[src/rtl/multicycle_ctrl.sv]
// Shared encodings for the multicycle controller and its datapath.
package params_pkg;
   typedef enum logic [6:0] {
      LOAD   = 7'b0000011,
      STORE  = 7'b0100011,
      ARITH  = 7'b0110011,
      BRANCH = 7'b1100011
   } opcode_t;

   typedef enum logic [2:0] {
      AND = 3'b000,
      OR  = 3'b001,
      ADD = 3'b010,
      SUB = 3'b110
   } alu_ctrl_t;

   typedef enum logic [2:0] {
      FETCH  = 3'd0,
      DECODE = 3'd1,
      EXEC   = 3'd2,
      MEM    = 3'd3,
      WB     = 3'd4,
      TRAP   = 3'd7
   } state_t;
endpackage

// Multicycle instruction controller: sequences fetch, decode, execute,
// memory access and writeback, drives the datapath strobes, counts retired
// instructions and parks in TRAP on an illegal instruction until reset.
module multicycle_ctrl
   import params_pkg::*;
#(
   parameter int INSTRET_WIDTH = 32
) (
   input  logic                     clk,
   input  logic                     rst_n,
   input  logic [6:0]               opcode,
   input  logic [2:0]               funct3,
   input  logic                     funct7_b5,
   input  logic                     alu_zero,
   multicycle_ctrl_if.master        mem,
   output logic                     ir_write,
   output logic                     pc_write,
   output logic                     pc_src,
   output logic                     reg_write,
   output logic                     mem_to_reg,
   output logic                     alu_src,
   output logic [2:0]               alu_ctrl,
   output logic                     trap,
   output logic [INSTRET_WIDTH-1:0] instret,
   output logic [2:0]               state
);

   state_t                   state_q, state_d;
   logic [INSTRET_WIDTH-1:0] instret_q, instret_d;
   alu_ctrl_t                alu_hold_q, alu_hold_d;
   logic                     is_load_q, is_load_d;

   alu_ctrl_t exec_alu;
   logic      exec_legal;

   logic      imem_req_c, dmem_req_c, dmem_we_c;
   logic      ir_write_c, pc_write_c, pc_src_c;
   logic      reg_write_c, mem_to_reg_c, alu_src_c, trap_c;
   alu_ctrl_t alu_ctrl_c;

   // Decode the ALU operation for the current instruction and flag funct3 values we cannot execute.
   always_comb begin
      exec_alu   = ADD;
      exec_legal = 1'b0;
      case (opcode)
         LOAD, STORE: begin
            exec_alu   = ADD;
            exec_legal = 1'b1;
         end
         BRANCH: begin
            exec_alu   = SUB;
            exec_legal = 1'b1;
         end
         ARITH: begin
            case (funct3)
               3'b000: begin
                  exec_alu   = funct7_b5 ? SUB : ADD;
                  exec_legal = 1'b1;
               end
               3'b111: begin
                  exec_alu   = AND;
                  exec_legal = 1'b1;
               end
               3'b110: begin
                  exec_alu   = OR;
                  exec_legal = 1'b1;
               end
               default: begin
                  exec_alu   = ADD;
                  exec_legal = 1'b0;
               end
            endcase
         end
         default: begin
            exec_alu   = ADD;
            exec_legal = 1'b0;
         end
      endcase
   end

   // Next-state, retire counting and per-state strobes; reset forces every strobe low immediately.
   always_comb begin
      state_d      = state_q;
      instret_d    = instret_q;
      alu_hold_d   = alu_hold_q;
      is_load_d    = is_load_q;
      imem_req_c   = 1'b0;
      dmem_req_c   = 1'b0;
      dmem_we_c    = 1'b0;
      ir_write_c   = 1'b0;
      pc_write_c   = 1'b0;
      pc_src_c     = 1'b0;
      reg_write_c  = 1'b0;
      mem_to_reg_c = 1'b0;
      alu_src_c    = 1'b0;
      trap_c       = 1'b0;
      alu_ctrl_c   = ADD;

      case (state_q)
         FETCH: begin
            imem_req_c = 1'b1;
            if (mem.imem_ack) begin
               ir_write_c = 1'b1;
               pc_write_c = 1'b1;
               state_d    = DECODE;
            end
         end
         DECODE: begin
            if ((opcode == LOAD) || (opcode == STORE) ||
                (opcode == ARITH) || (opcode == BRANCH)) begin
               state_d = EXEC;
            end else begin
               state_d = TRAP;
            end
         end
         EXEC: begin
            alu_ctrl_c = exec_alu;
            alu_hold_d = exec_alu;
            if (!exec_legal) begin
               state_d = TRAP;
            end else begin
               case (opcode)
                  LOAD, STORE: begin
                     alu_src_c = 1'b1;
                     is_load_d = (opcode == LOAD);
                     state_d   = MEM;
                  end
                  BRANCH: begin
                     state_d   = FETCH;
                     instret_d = instret_q + INSTRET_WIDTH'(1);
                     if (alu_zero) begin
                        pc_write_c = 1'b1;
                        pc_src_c   = 1'b1;
                     end
                  end
                  default: begin
                     // Only ARITH reaches here: the legality decode rejects everything else.
                     is_load_d = 1'b0;
                     state_d   = WB;
                  end
               endcase
            end
         end
         MEM: begin
            dmem_req_c = 1'b1;
            dmem_we_c  = !is_load_q;
            alu_ctrl_c = alu_hold_q;
            if (mem.dmem_ack) begin
               if (is_load_q) begin
                  state_d = WB;
               end else begin
                  state_d   = FETCH;
                  instret_d = instret_q + INSTRET_WIDTH'(1);
               end
            end
         end
         WB: begin
            reg_write_c  = 1'b1;
            mem_to_reg_c = is_load_q;
            alu_ctrl_c   = alu_hold_q;
            state_d      = FETCH;
            instret_d    = instret_q + INSTRET_WIDTH'(1);
         end
         TRAP: begin
            trap_c = 1'b1;
         end
         default: begin
            state_d = FETCH;
         end
      endcase

      if (!rst_n) begin
         imem_req_c   = 1'b0;
         dmem_req_c   = 1'b0;
         dmem_we_c    = 1'b0;
         ir_write_c   = 1'b0;
         pc_write_c   = 1'b0;
         pc_src_c     = 1'b0;
         reg_write_c  = 1'b0;
         mem_to_reg_c = 1'b0;
         alu_src_c    = 1'b0;
         trap_c       = 1'b0;
         alu_ctrl_c   = ADD;
      end
   end

   // State, retire counter and the per-instruction context held from EXEC through WB.
   always_ff @(posedge clk or negedge rst_n) begin
      if (!rst_n) begin
         state_q    <= FETCH;
         instret_q  <= '0;
         alu_hold_q <= ADD;
         is_load_q  <= 1'b0;
      end else begin
         state_q    <= state_d;
         instret_q  <= instret_d;
         alu_hold_q <= alu_hold_d;
         is_load_q  <= is_load_d;
      end
   end

   assign mem.imem_req = imem_req_c;
   assign mem.dmem_req = dmem_req_c;
   assign mem.dmem_we  = dmem_we_c;
   assign ir_write     = ir_write_c;
   assign pc_write     = pc_write_c;
   assign pc_src       = pc_src_c;
   assign reg_write    = reg_write_c;
   assign mem_to_reg   = mem_to_reg_c;
   assign alu_src      = alu_src_c;
   assign alu_ctrl     = alu_ctrl_c;
   assign trap         = trap_c;
   assign instret      = instret_q;
   assign state        = state_q;

endmodule

[src/rtl/multicycle_ctrl_if.sv]
// Memory handshake bundle between the multicycle controller and the
// instruction/data memory ports.
interface multicycle_ctrl_if;
   logic imem_req;
   logic imem_ack;
   logic dmem_req;
   logic dmem_we;
   logic dmem_ack;

   modport master (
      output imem_req,
      output dmem_req,
      output dmem_we,
      input  imem_ack,
      input  dmem_ack
   );

   modport slave (
      input  imem_req,
      input  dmem_req,
      input  dmem_we,
      output imem_ack,
      output dmem_ack
   );
endinterface

[src/flat_wrapper.sv]
// flat-port wrapper written by rule: the top's interface ports become plain ports
module multicycle_ctrl_flat import params_pkg::*;
#(
   parameter int INSTRET_WIDTH = 32
)
  (clk, rst_n, opcode, funct3, funct7_b5, alu_zero, ir_write, pc_write, pc_src, reg_write, mem_to_reg, alu_src, alu_ctrl, trap, instret, state, mem_imem_req, mem_dmem_req, mem_dmem_we, mem_imem_ack, mem_dmem_ack);
  multicycle_ctrl_if mem_i ();
  input  logic clk;
  input  logic rst_n;
  input  logic [6:0] opcode;
  input  logic [2:0] funct3;
  input  logic funct7_b5;
  input  logic alu_zero;
  output logic ir_write;
  output logic pc_write;
  output logic pc_src;
  output logic reg_write;
  output logic mem_to_reg;
  output logic alu_src;
  output logic [2:0] alu_ctrl;
  output logic trap;
  output logic [INSTRET_WIDTH-1:0] instret;
  output logic [2:0] state;
  output wire logic [$bits(mem_i.imem_req)-1:0] mem_imem_req;
  output wire logic [$bits(mem_i.dmem_req)-1:0] mem_dmem_req;
  output wire logic [$bits(mem_i.dmem_we)-1:0] mem_dmem_we;
  input wire logic [$bits(mem_i.imem_ack)-1:0] mem_imem_ack;
  input wire logic [$bits(mem_i.dmem_ack)-1:0] mem_dmem_ack;
  assign mem_imem_req = mem_i.imem_req;
  assign mem_dmem_req = mem_i.dmem_req;
  assign mem_dmem_we = mem_i.dmem_we;
  assign mem_i.imem_ack = mem_imem_ack;
  assign mem_i.dmem_ack = mem_dmem_ack;
  multicycle_ctrl #(.INSTRET_WIDTH(INSTRET_WIDTH)) u_core (.clk(clk), .rst_n(rst_n), .opcode(opcode), .funct3(funct3), .funct7_b5(funct7_b5), .alu_zero(alu_zero), .mem(mem_i), .ir_write(ir_write), .pc_write(pc_write), .pc_src(pc_src), .reg_write(reg_write), .mem_to_reg(mem_to_reg), .alu_src(alu_src), .alu_ctrl(alu_ctrl), .trap(trap), .instret(instret), .state(state));
endmodule
[config.mk]
export PLATFORM = sky130hd
export DESIGN_NAME = multicycle_ctrl_flat
export DESIGN_NICKNAME = d
export VERILOG_FILES = /design/src/rtl/multicycle_ctrl.sv /design/src/rtl/multicycle_ctrl_if.sv /design/src/flat_wrapper.sv
export SDC_FILE = /design/constraint.sdc
export NUM_CORES = 1
export LEC_CHECK = 0
export ABC_AREA = 1
export CORE_ASPECT_RATIO = 0.9
export CORE_MARGIN = 2
export CORE_UTILIZATION = 45
export DETAILED_ROUTE_END_ITERATION = 8
export GPL_ROUTABILITY_DRIVEN = 0
export PLACE_DENSITY = 0.73
export REMOVE_ABC_BUFFERS = 1
export SLEW_MARGIN = 20
export SYNTH_ARGS = -nofsm -noshare
export SYNTH_HDL_FRONTEND = slang
export SYNTH_SLANG_ARGS = --single-unit
[constraint.sdc]
create_clock -name clk -period 1.6 [get_ports clk]
set_input_delay 0.4 -clock clk [delete_from_list [all_inputs] [get_ports clk]]
set_output_delay 0.4 -clock clk [all_outputs]
set_load 0.03 [all_outputs]
=== Word-level counts from Yosys, hierarchy flattened ===
Index checks and enable logic that the tools add are counted.

* Add/sub/neg operators: 1
* Eq/ne operators: 16
* Mux-type cells: 46
* Bitwise operators: 2
* Reduce and logical (&&, ||, !) cells: 14

{| class="wikitable"
|+ Operator list
! cell !! count
|-
| $mux 32 || 4
|-
| $pmux 32 s3 || 1
|-
| $add 32x1->32 const B || 1
|-
| $mux 1 || 26
|-
| $mux 3 || 7
|-
| $pmux 3 s2 || 3
|-
| $pmux 3 s5 || 1
|-
| $eq 7x6->1 const B || 2
|-
| $eq 3x3->1 const B || 4
|-
| $pmux 3 s3 || 1
|-
| $eq 7x2->1 const B || 1
|-
| $eq 7x7->1 const B || 1
|-
| $eq 3x2->1 const B || 2
|-
| $logic_not 3->1 || 2
|-
| $ne 2x2->1 const B || 3
|-
| $pmux 1 s2 || 3
|-
| $reduce_and 3->1 || 2
|-
| $reduce_or 3->1 || 2
|-
| $reduce_and 5->1 || 1
|-
| $ne 2x1->1 const B || 2
|-
| $reduce_or 2->1 || 2
|-
| $eq 3x1->1 const B || 1
|-
| $logic_or 1x1->1 || 3
|-
| $reduce_bool 3->1 || 1
|-
| other kinds (2) || 3
|}

* Bits in registers: 39
* Bits of input ports: 16

=== Longest topological paths before layout ===
* Depth after elaboration: 7
* Gate-level depth with buffers: 10
* Mapped depth without buffers: 10

=== Worst setup path before layout ===
Ideal clock, no wire load.

* Kind: register to output
* Start: register u_core.state_q[2] (netlist: u_core.state[2])
* End: output pc_src
* Arrival time: 1638 ps
* Required time: 1200 ps
* Path slack: -438 ps
* Cell stages (with the launch flop): 6
* Buffers on the path: 0
* Cells stage by stage: dfrtp_1 > inv_2 > nand2_2 > nor2_4 > nand2_1 > nor3_1

* Word-level cells in the longest chain between the ends: 3

{| class="wikitable"
|+ Ends and longest elaborated chain
! item !! RTL line !! text
|-
| start: declaration || multicycle_ctrl.sv:54 || <nowiki>state_t state_q, state_d;</nowiki>
|-
| start signal: assignment || multicycle_ctrl.sv:221 || <nowiki>state_q <= state_d;</nowiki>
|-
| $eq 3x2->1 || multicycle_ctrl.sv:125 || <nowiki>case (state_q)</nowiki>
|-
| $mux 1 || multicycle_ctrl.sv:125 ||
|-
| $mux 1 || multicycle_ctrl.sv:198 || <nowiki>if (!rst_n) begin</nowiki>
|-
| end: declaration || flat_wrapper.sv:16 || <nowiki>output logic pc_src;</nowiki>
|}

No other way between the ends.

=== Final worst setup path ===
* Start: register u_core.state_q[0] (netlist: u_core.state[0])
* End: output alu_src

* Word-level cells in the longest chain between the ends: 3

{| class="wikitable"
|+ Ends and longest elaborated chain
! item !! RTL line !! text
|-
| $eq 3x2->1 || multicycle_ctrl.sv:125 ||
|-
| $mux 1 || multicycle_ctrl.sv:125 ||
|-
| $mux 1 || multicycle_ctrl.sv:198 ||
|-
| end: declaration || flat_wrapper.sv:19 || <nowiki>output logic alu_src;</nowiki>
|}

No other way between the ends.

==> results.md <==
- The fraction of the core area covered by cells at the end of the flow is 74.4%.
- The final-report hold violation count came to 0.
- The global routing usage summed across all routing layers is 25.1%.
- In this run the worst hold path is classified as input pin to async pin.
- Once detail routing completed, the nets flagged for antenna violations numbered 0.
- The maximum operating frequency is approximately 0.50 GHz.
- The number of global-route vias before repair is 2829.
- Synthesis produced approximately 370 cells.
- The data required time of the worst path is about 1200 ps.
- The layout-stage area growth over the synthesis result is 58.8%.
- Summed over all nets, the half-perimeter wirelength after detailed placement is about 5600 um.
- The largest incremental delay on the critical path is 460 ps.
- The total negative setup slack is -7350 ps.
- The critical path is of the flop to primary output type.
- Dividing the detail-routed via count by the number of cells gives 5.05.
- In this run the vertical extent of the chip is 77.0 um.
- The number of antenna diodes in the final layout is 0.
- Across all hold checks on the routed design, the worst slack comes to ~93 ps.
- Clock skew on the completed layout was measured at ~6.9 ps.
- The clock-pin slew reported for the worst setup and hold paths after clock tree synthesis is ~80 ps.
- After synthesis, the netlist uses 33 different library cells.
- For this run, the detailed router's first-pass iteration total came to 4.
- The clock group share of total power is around 16%.
- The top-area cell type share of the netlist area is between 30% and 40%.
- Summing all multi-input logic gate instances after layout gives 0.00166 mm2.
- The final period utilization is 125%.
- The fraction of layout cells with a size suffix above 1 is between 30% and 40%.
- The initial core utilization is ~47%.
- The sum of internal, switching and leakage power is between 5 and 6 mW.
- The synthesized netlist devotes around 2.5% of its cell area to compound gates.
- The sequential-to-total area share from yosys stat is roughly 37%.
- The element type at the critical path end is a primary output.
- The layout has around 420 filler cells.
- The final count of pins violating max slew was 0.
- The floorplan has 26 rows.
- Tracing the worst setup path back leads to its startpoint at u_core.state[0]$_DFFE_PN0P_.
- The number of buffers and inverters on the critical path is 4.
- The share of total power in combinational logic is 58.8%.
- Traced cell by cell, the critical path runs through buf_6 > nor2_4 > buf_6 > inv_6 > nor3_2 > buf_4.
- The initial antenna violation count is 0.
- The clock latency on the worst-skew pair is 300 ps.
- By instance count, the cell type seen most on the critical path is sky130_fd_sc_hd__buf_6.
- The post-layout worst setup margin is -397 ps.
- The die covers around 0.0066 mm2.
- The area share of and/or/nand/nor cells after synthesis is approximately 43%.
- Setup repair after global routing could not meet its margin everywhere.
- The flow ran to the end, but the final reports show violations.
- The net switching component of the power is 2.25 mW.
- The core box area is 0.00569 mm2.
- The first-pass GRT wire length is ~13000 um.
- The total setup violations reported at the end of the flow is 46.
- The multiplexer fraction of the synthesized cell area is 0%.
- For this block, the initial DRC count from the detailed router was 190.
- The worst-case IR drop observed on VDD is 1.29 mV.
- The internal power component is roughly 3 mW.
- TritonCTS built the clock tree.
- Before CTS, the worst setup slack after placement is -983 ps.
- The total number of vias is between 2000 and 3000.
- The worst register-to-register path begins at u_core.state[1]$_DFFE_PN0P_.
- 64 I/O pins were placed.
- The footprint of the flip-flops and latches is 981 um2.
- The number of nets at the end of the flow is 536.
- The residual DRC count is 0.
- After synthesis the netlist holds a flip-flop and latch count of 39.
- Counting along the longest clock path gives a buffer depth of 2.
- Clock tree synthesis selected as its root buffer the cell sky130_fd_sc_hd__clkbuf_8.
- In this design, the largest share of critical-path delay is due to buffers and inverters.
- The per-instance average area after synthesis is around 7 um2.
- The critical-path maximum fanout is 6.
- sky130_fd_sc_hd__dfrtp_1 takes more of the synthesized area than any other cell.
- The arithmetic-cell share of the synthesized area counting full adders, half adders and majority gates is 0.469%.
- By area the synthesized netlist is led by sky130_fd_sc_hd__dfrtp_1, sky130_fd_sc_hd__nand2_1, sky130_fd_sc_hd__nor2_1.
- In this run the power density over the cells is 1260 mW/mm2.
- The clock drives 39 sinks.
- The switching power share of the total is a little over two fifths.
- Dividing the detail-routed wire length by the instance count gives 14.3 um.
- Summed over all layers, the routed wires come to 8460 um.
- Setup slack on the worst reg-to-reg path comes out at -180 ps.
- The cell with the largest stage delay on the worst path is sky130_fd_sc_hd__dfrtp_2.
- The shortest clock period the worst path allows after layout is ~2000 ps.
- The main combinational cell family by area after synthesis is simple AND/OR/NAND/NOR gates.
- During synthesis, Yosys emitted a total of 0 warnings.
- The maximum level of the CTS H-tree is 2.
- In this run the tightest slew margin relative to its limit is 71.8%.
- In this run the tool buffered the top-level ports with 63 buffer cells.
- Entering global routing, the biggest net connects 33 pins.
- The count of max-cap constraint violations is 0.
- The slew at the pin with the worst max-slew slack is 418 ps.
- In this run, CTS created clock tree buffers numbering 5.
- The synthesized netlist devotes ~10% of its cell area to XOR and XNOR gates.
- The kind of start point of the critical path is a flop.
- STA puts the critical path data arrival time at ~1600 ps.
- The leakage power is about 2.2 nW.
- Of the total power, registers draw between 20% and 30%.
- The final reports fail on negative setup slack.
- Summing every instance area after synthesis gives between 0.002 and 0.003 mm2.
- The total overflow left after global routing is 0.
- The die is ~85 um wide.
[power by group through the flow]
stage,logic [mW],clock network [mW],registers [mW]
floorplan,1.02,0,1.53
global placement,2.35,0,1.30
detailed placement,2.39,0,1.30
CTS,2.81,0.879,1.28
global route,3.35,0.923,1.34
finish,3.14,0.875,1.32
[cells in the mapped netlist]
| library cell | n |
|---|---|
| sky130_fd_sc_hd__nand2_1 | 141 |
| sky130_fd_sc_hd__nor2_1 | 57 |
| sky130_fd_sc_hd__dfrtp_1 | 38 |
| sky130_fd_sc_hd__inv_1 | 35 |
| sky130_fd_sc_hd__nand3_1 | 13 |
| sky130_fd_sc_hd__nor3_1 | 12 |
| sky130_fd_sc_hd__nand2_4 | 10 |
| sky130_fd_sc_hd__xnor2_2 | 10 |
| sky130_fd_sc_hd__o21ai_0 | 8 |
| sky130_fd_sc_hd__xor2_1 | 7 |
| sky130_fd_sc_hd__xnor2_1 | 5 |
| sky130_fd_sc_hd__a21oi_1 | 4 |
| sky130_fd_sc_hd__nand3b_1 | 4 |
| sky130_fd_sc_hd__nand4_1 | 4 |
| sky130_fd_sc_hd__nor2_2 | 3 |
| sky130_fd_sc_hd__and3_1 | 2 |
| sky130_fd_sc_hd__inv_2 | 2 |
| sky130_fd_sc_hd__nor2_4 | 2 |
| sky130_fd_sc_hd__a21boi_0 | 1 |
| sky130_fd_sc_hd__buf_12 | 1 |
| sky130_fd_sc_hd__buf_2 | 1 |
| sky130_fd_sc_hd__buf_4 | 1 |
| sky130_fd_sc_hd__buf_6 | 1 |
| sky130_fd_sc_hd__clkbuf_1 | 1 |
| sky130_fd_sc_hd__dfstp_2 | 1 |
| sky130_fd_sc_hd__ha_1 | 1 |
| sky130_fd_sc_hd__inv_4 | 1 |
| sky130_fd_sc_hd__nand2_2 | 1 |
| sky130_fd_sc_hd__nand3_2 | 1 |
| sky130_fd_sc_hd__nor2_8 | 1 |
| sky130_fd_sc_hd__nor3_2 | 1 |
| sky130_fd_sc_hd__nor3b_1 | 1 |
| sky130_fd_sc_hd__nor4_1 | 1 |
[state kept, by name (all words and copies together) (netlist names)]
name and count:
u_core.instret 32, u_core.state 3, u_core.alu_hold_q 3, u_core.is_load_q 1
[metrics by stage]
| step | area, um2 | std cells |
|---|---|---|
| floorplan | 2620 | 367 |
| global placement | 3740 | 557 |
| detailed placement | 3740 | 557 |
| CTS | 4070 | 579 |
| global route | 4240 | 590 |
| finish | 4240 | 590 |
[metal layers]
metal / global-route usage, % / up-vias / routed length (um)
li1: - / 1442 / -
met1: 33.9 / 1398 / 3640
met2: 40.2 / 115 / 4110
met3: 4.09 / 23 / 495
met4: 9.68 / 0 / 217
met5: 0 / - / 0
[cells by family (layout without fill, tap and decap cells)]
kind of cell               Yosys count  count (layout)
adders and majority gates            1               1
and+or+nand+nor                    254             254
buffers and inverters               43             191
DFF                                 39              39
xor gates and xnor gates            22              22
AOI/OAI and AO/OA                   13              13
[what timing repair did]
action | 4_1_cts | 5_1_grt
hold buffers | 0 | 0
buffers inserted | 14 | 11
setup endpoints to repair | 83 | 58
pin swaps | 24 | 16
gates resized for setup | 101 | 57
[layout make-up]
class,instances,share of cell area [%]
timing repair buffer,145,29.2
clock buffer,6,1.95
tap,70,2.07
multi-input combinational,290,39.1
inverter,38,3.66
sequential,39,23.2
clock inverter,2,0.827
[placed cells by master (no fill, tap or decap), drive strengths merged, types with 7 or more instances in the layout]
master | Yosys | routed
nor3 | 13 | 13
nor2 | 63 | 63
dfrtp | 38 | 38
xor2 | 7 | 7
inv | 38 | 36
xnor2 | 15 | 15
o21ai | 8 | 8
nand2 | 152 | 152
clkdlybuf4s15 | 0 | 8
clkbuf | 1 | 15
dlygate4sd2 | 0 | 26
nand3 | 14 | 14
buf | 4 | 98
[final timing paths]
kind / endpoint / depth (start not counted)
setup / recovery: alu_src / 6
min in group clk: u_core.alu_hold_q[1]$_DFFE_PN1N_ / 2
max in group asynchronous: u_core.state[1]$_DFFE_PN0P_ / 2
hold / removal: u_core.instret[8]$_DFFE_PN0P_ / 2
hold reg to reg: u_core.alu_hold_q[1]$_DFFE_PN1N_ / 2
setup reg to reg: u_core.instret[1]$_DFFE_PN0P_ / 11
(Power assumes the default switching activity.)
